`src/rtl/store_rmw_unit_if.sv`:
```
// Store request / memory bus bundle for store_rmw_unit.
//   master : requester + memory model side (drives req_*, mem_rdata)
//   slave  : the store unit (drives req_ready, mem_*, done, err)
// Signals:
//   req_valid/req_ready  request handshake
//   req_addr/size/data   byte address, log2 size, right-justified data
//   mem_addr             word-aligned address for mem_rd_en / mem_wr_en
//   mem_rdata            read data, valid one cycle after mem_rd_en
//   mem_wdata            merged write word
//   done / err           one-cycle commit / reject pulses
interface store_rmw_unit_if #(
   parameter int DATA_W = 32,
   parameter int ADDR_W = 32
);
   logic              req_valid;
   logic              req_ready;
   logic [ADDR_W-1:0] req_addr;
   logic [1:0]        req_size;
   logic [DATA_W-1:0] req_data;
   logic [ADDR_W-1:0] mem_addr;
   logic              mem_rd_en;
   logic [DATA_W-1:0] mem_rdata;
   logic              mem_wr_en;
   logic [DATA_W-1:0] mem_wdata;
   logic              done;
   logic              err;

   modport master (
      output req_valid, req_addr, req_size, req_data, mem_rdata,
      input  req_ready, mem_addr, mem_rd_en, mem_wr_en, mem_wdata, done, err
   );

   modport slave (
      input  req_valid, req_addr, req_size, req_data, mem_rdata,
      output req_ready, mem_addr, mem_rd_en, mem_wr_en, mem_wdata, done, err
   );
endinterface

```
`src/rtl/store_rmw_unit.sv`:
```
// Sub-word store unit: full-word stores are written directly, partial
// stores read the containing word, merge the new bytes in and write back.
// Misaligned or oversized requests are rejected with an err pulse.
// Ports:
//   clk    rising-edge clock
//   reset  asynchronous active-high reset
//   bus    store_rmw_unit_if.slave (request handshake + memory bus)
//
// state | meaning
// IDLE  | ready for a request
// RD    | read of the containing word issued
// MG    | read data captured
// WR    | merged (or full) word written, done pulsed
// ERR   | request rejected, err pulsed
module store_rmw_unit #(
   parameter int DATA_W = 32,
   parameter int ADDR_W = 32
) (
   input  logic clk,
   input  logic reset,
   store_rmw_unit_if.slave bus
);
   localparam int B  = DATA_W / 8;
   localparam int LB = $clog2(B);

   typedef enum logic [2:0] {IDLE, RD, MG, WR, ERR} state_t;

   state_t            state, state_nxt;
   logic [ADDR_W-1:0] addr_q;
   logic [1:0]        size_q;
   logic [DATA_W-1:0] data_q;
   logic [DATA_W-1:0] rdata_q;
   logic [ADDR_W-1:0] addr_hold;
   logic [DATA_W-1:0] wdata_hold;
   logic [ADDR_W-1:0] word_addr;
   logic [DATA_W-1:0] merged;
   logic              req_bad;
   logic              req_full;

   always_comb begin : req_decode
      int n;
      int off;
      n        = 1 << bus.req_size;
      off      = int'(bus.req_addr[LB-1:0]);
      req_bad  = (int'(bus.req_size) > LB) || ((off & (n - 1)) != 0);
      req_full = (int'(bus.req_size) == LB);
   end

   assign word_addr = {addr_q[ADDR_W-1:LB], {LB{1'b0}}};

   // Shift the store data up to its lane offset, then take only the lanes
   // the store covers; every other lane keeps the word that was read.
   always_comb begin : merge_word
      logic [DATA_W-1:0] shifted;
      int n;
      int off;
      n       = 1 << size_q;
      off     = int'(addr_q[LB-1:0]);
      shifted = data_q << (8 * off);
      merged  = rdata_q;
      for (int i = 0; i < B; i++) begin
         if (i >= off && i < off + n) merged[8*i +: 8] = shifted[8*i +: 8];
      end
   end

   always_ff @(posedge clk or posedge reset) begin
      if (reset) state <= IDLE;
      else       state <= state_nxt;
   end

   always_comb begin
      state_nxt     = state;
      bus.req_ready = 1'b0;
      bus.mem_rd_en = 1'b0;
      bus.mem_wr_en = 1'b0;
      bus.done      = 1'b0;
      bus.err       = 1'b0;
      bus.mem_addr  = addr_hold;
      bus.mem_wdata = wdata_hold;
      case (state)
         IDLE: begin
            bus.req_ready = 1'b1;
            if (bus.req_valid) begin
               if (req_bad)       state_nxt = ERR;
               else if (req_full) state_nxt = WR;
               else               state_nxt = RD;
            end
         end
         RD: begin
            bus.mem_rd_en = 1'b1;
            bus.mem_addr  = word_addr;
            state_nxt     = MG;
         end
         MG: state_nxt = WR;
         WR: begin
            bus.mem_wr_en = 1'b1;
            bus.done      = 1'b1;
            bus.mem_addr  = word_addr;
            bus.mem_wdata = (int'(size_q) == LB) ? data_q : merged;
            state_nxt     = IDLE;
         end
         ERR: begin
            bus.err   = 1'b1;
            state_nxt = IDLE;
         end
         default: state_nxt = IDLE;
      endcase
   end

   // mem_addr / mem_wdata hold their last driven value outside RD and WR.
   always_ff @(posedge clk or posedge reset) begin
      if (reset) begin
         addr_q     <= '0;
         size_q     <= '0;
         data_q     <= '0;
         rdata_q    <= '0;
         addr_hold  <= '0;
         wdata_hold <= '0;
      end else begin
         if (state == IDLE && bus.req_valid) begin
            addr_q <= bus.req_addr;
            size_q <= bus.req_size;
            data_q <= bus.req_data;
         end
         if (state == MG)                 rdata_q    <= bus.mem_rdata;
         if (state == RD || state == WR)  addr_hold  <= bus.mem_addr;
         if (state == WR)                 wdata_hold <= bus.mem_wdata;
      end
   end
endmodule

```
`src/flat_wrapper.sv`:
```
// flat-port wrapper written by rule: the top's interface ports become plain ports
module store_rmw_unit_flat 
#(
   parameter int DATA_W = 32,
   parameter int ADDR_W = 32
)
  (clk, reset, bus_req_valid, bus_req_addr, bus_req_size, bus_req_data, bus_mem_rdata, bus_req_ready, bus_mem_addr, bus_mem_rd_en, bus_mem_wr_en, bus_mem_wdata, bus_done, bus_err);
  store_rmw_unit_if #(.DATA_W(DATA_W), .ADDR_W(ADDR_W)) bus_i ();
  input  logic clk;
  input  logic reset;
  input wire logic [$bits(bus_i.req_valid)-1:0] bus_req_valid;
  input wire logic [$bits(bus_i.req_addr)-1:0] bus_req_addr;
  input wire logic [$bits(bus_i.req_size)-1:0] bus_req_size;
  input wire logic [$bits(bus_i.req_data)-1:0] bus_req_data;
  input wire logic [$bits(bus_i.mem_rdata)-1:0] bus_mem_rdata;
  output wire logic [$bits(bus_i.req_ready)-1:0] bus_req_ready;
  output wire logic [$bits(bus_i.mem_addr)-1:0] bus_mem_addr;
  output wire logic [$bits(bus_i.mem_rd_en)-1:0] bus_mem_rd_en;
  output wire logic [$bits(bus_i.mem_wr_en)-1:0] bus_mem_wr_en;
  output wire logic [$bits(bus_i.mem_wdata)-1:0] bus_mem_wdata;
  output wire logic [$bits(bus_i.done)-1:0] bus_done;
  output wire logic [$bits(bus_i.err)-1:0] bus_err;
  assign bus_i.req_valid = bus_req_valid;
  assign bus_i.req_addr = bus_req_addr;
  assign bus_i.req_size = bus_req_size;
  assign bus_i.req_data = bus_req_data;
  assign bus_i.mem_rdata = bus_mem_rdata;
  assign bus_req_ready = bus_i.req_ready;
  assign bus_mem_addr = bus_i.mem_addr;
  assign bus_mem_rd_en = bus_i.mem_rd_en;
  assign bus_mem_wr_en = bus_i.mem_wr_en;
  assign bus_mem_wdata = bus_i.mem_wdata;
  assign bus_done = bus_i.done;
  assign bus_err = bus_i.err;
  store_rmw_unit #(.DATA_W(DATA_W), .ADDR_W(ADDR_W)) u_core (.clk(clk), .reset(reset), .bus(bus_i));
endmodule
```
`config.mk`:
```
export PLATFORM = sky130hd
export DESIGN_NAME = store_rmw_unit_flat
export DESIGN_NICKNAME = d
export VERILOG_FILES = /design/src/rtl/store_rmw_unit_if.sv /design/src/rtl/store_rmw_unit.sv /design/src/flat_wrapper.sv
export SDC_FILE = /design/constraint.sdc
export NUM_CORES = 1
export LEC_CHECK = 0
export ABC_CLOCK_PERIOD_IN_PS = 5300
export BUFFER_PORTS_ARGS = -buffer_cell sky130_fd_sc_hd__clkbuf_2
export CORE_AREA = 2 2 152 154
export CTS_CLUSTER_DIAMETER = 200
export DETAILED_ROUTE_END_ITERATION = 16
export DIE_AREA = 0 0 154 156
export PLACE_DENSITY = 0.53
export REMOVE_ABC_BUFFERS = 1
export SETUP_SLACK_MARGIN = 0.3
export SYNTH_ARGS = -nofsm -noshare
export SYNTH_HDL_FRONTEND = slang
export SYNTH_SLANG_ARGS = --single-unit
```
`constraint.sdc`:
```
create_clock -name clk -period 5.3 [get_ports clk]
set_input_delay 0 -clock clk [delete_from_list [all_inputs] [get_ports clk]]
set_output_delay 0 -clock clk [all_outputs]
set_load 0.01 [all_outputs]
```
==> out/results.ini <==
[die]
die_y_um = 156
fp-row-count = 55
dieArea_um2 = 24000
floorplan.die.width_um = 154
start_util = 0.344
pin_count = 170
core_um2 = 22400

[route]
drt_iter0_drc = 213
first_pass_iters = 4
drc_errors = 0
viasPerCell = 5.03
postRouteAntennaNets = 0
post_drt_wl_per_cell_um = 17.8
num_vias = 5792
wirelength_mm = 20.5

[sta]
period_needed_ns = 3.21
hold_violations = 0
timing.fmax_mhz = 311
hold-worst-slack_ns = 0.321
period_share = 0.606
worst_clock_skew_ns = 0.0114
setup_viol = 0
rsz0062_at_grt = false
max_slew_margin = 0.257
maxSlewViolCount = 0
worstMarginPinSlew_ns = 1.11

[global_route]
antenna_found_initial = 0
first_global_vias = 6145
grt_usage = 0.175
grt_max_degree = 113
grt_pass1_wl_mm = 32.9
grt_overflow = 0

[synthesis]
synth_compound_area_frac = 0.107
yosys_warnings = 0
synthesis.area_um2 = 7690
synthTopCellsByCount = 165 x dfrtp_1, 165 x mux2_2, 33 x o21ai_0
synth-adder-area-share = 0.00585
ys_ff_latch = 165
yosys.area_share.simple = 0.0494
synth-seq-area-share = 0.537
synth_cell_types = 36
synth_top_family_by_area = multiplexers
synthTopCellsByArea = dfrtp_1 54%, mux2_2 24%, mux2i_1 3.1%, o21ai_0 2.1%, a2bb2oi_1 1.8%
synth_xor_area_frac = 0
avgSynthCellArea_um2 = 12.8
synth_top_area_share = 0.537
ys_async_sr_fraction = 1.00
synth_top_cell_by_area = dfrtp_1
synth_edf_count = 0
syn_inst = 603
muxShareOfSynthArea = 0.273
synth-main-ff-cell = dfrtp_1

[critical_path]
crit_path_end_kind = output port
critical-path-top-delay-family = compound AO/OA/AOI/OAI gates
crit_type = flip-flop to output port
timing.critical_path.cells = nor2_1 > ha_1 > inv_1 > fa_1 > nand2b_1 > o22a_1 > o221ai_1 > o21ai_0 > clkbuf_2
cp_slowest_cell = o22a_1
crit_path_max_incr_delay_ns = 0.49
worstPathRequired_ns = 5.30
startpoint_type = flip-flop
path_max_fanout = 11
cp.arrival_ns = 3.21
crit_buf_inv = 2

[cells_and_area]
seq_area_um2 = 4130
utilization = 0.463
fin_nets = 960
drive_above_1_share = 0.434
n_fill_cell = 2035
diodes = 0
multi_input_area_um2 = 3360
syn2layout_area_growth_pct = 34.5

[clocking]
h-tree-depth = 4
cts_resized = 0
clk_latency_ns = 0.43
clkSinkCount = 165
ctsRootBufferMaster = clkbuf_16
numCtsBuffers = 17
clockBufferDepth = 2
clk_pin_slew_ns = 0.06
tritoncts = built
post_cts_buffers = 0
hold_buffers = 100

[pwr]
p_leak_nw = 4.60
p_total_mw = 6.99
power.density_nw_per_um2 = 675
ir_drop_mv = 0.294

[placement]
port_buffers = 169
place.gp.congestion = 0.795
place_hpwl_mm = 13.4

[worst_hold_path]
hp-class = input port to asynchronous set/reset pin

[status]
status = completed

[job]
drv.max_cap_violation_count = 0

==> routing by layer <==
metal  global-route usage  routed length, µm  up-vias  part of all wire
met3               0.0444               1270       15             0.062
met4               0.0521                213        0             0.010
li1                     -                  -     2720                 -
met5                    0                  0        -                 0
met2                0.293               9810      187              0.48
met1                0.224               9190     2870              0.45
==> sequential cells by signal (all words and copies together) (netlist names) <==
signal and flops:
u_core.size_q 2, u_core.wdata_hold 32, u_core.data_q 32, u_core.addr_hold 32, u_core.state 3, u_core.rdata_q 32, u_core.addr_q 32
==> cells by family after synthesis <==
family,after synthesis
flops,165
fa+ha+maj,3
mux,189
buf+inv,46
compound gates,121
simple gates,79
==> tightest hold or removal path: cells and delay by family <==
kind / cells / cell delay, ns
buffers and inverters: 3 / 1.32
==> final cells by class <==
cell class | count | area share
sequential | 165 | 0.399
clock inverter | 10 | 0.0128
timing repair buffer | 275 | 0.183
tap | 285 | 0.0345
clock buffer | 19 | 0.0438
multi-input combinational | 392 | 0.325
inverter | 5 | 0.00230
==> stage by stage <==
stage	instance area [µm²]	setup slack (ns)	setup TNS, ns	instances
global route	10300	1.89	0	1151
global placement	8760	2.59	0	1022
finish	10300	2.09	0	1151
CTS	10300	2.05	0	1151
detailed placement	8760	2.52	0	1022
floorplan	7490	-1.11	-49.34	562
==> cell usage in the layout, fill, tap and decap left out, types with 2 or more instances in the layout <==
master and instances:
nand2b_1 2, buf_4 6, clkbuf_16 17, o22ai_1 17, inv_1 3, clkbuf_8 2
clkbuf_2 169, clkinv_2 4, o21ai_0 33, mux2i_1 24, dfrtp_1 165, o221ai_1 16
a21oi_1 17, nand2_1 29, a2bb2oi_1 16, a211oi_1 17, nor2_1 19, clkinvlp_4 3
bufinv_16 3, nor2b_1 16, ha_1 2, dlygate4sd3_1 100, mux2_2 165, nor3_1 3
==> power breakdown <==
group | switching, mW | total [mW] | internal, mW
logic | 1.75 | 3.40 | 1.65
clock network | 0.496 | 1.25 | 0.754
registers | 0.431 | 2.34 | 1.91
total | 2.68 | 6.99 | 4.31
==> final timing paths <==
kind / startpoint / to / slack [ns] / cells after the start
min reg2reg: u_core.wdata_hold[23] / u_core.wdata_hold[23] / 0.47 / 2
min: reset / u_core.addr_hold[20] / 0.32 / 3
max: u_core.size_q[0] / bus_mem_wdata[21] / 2.09 / 9
max in group asynchronous: reset / u_core.rdata_q[15] / 3.60 / 4
max reg2reg: u_core.size_q[0] / u_core.wdata_hold[12] / 2.56 / 8
min in group clk: bus_req_data[26] / u_core.data_q[26] / 0.35 / 3
Note: power is estimated with default switching activity, not from simulation.
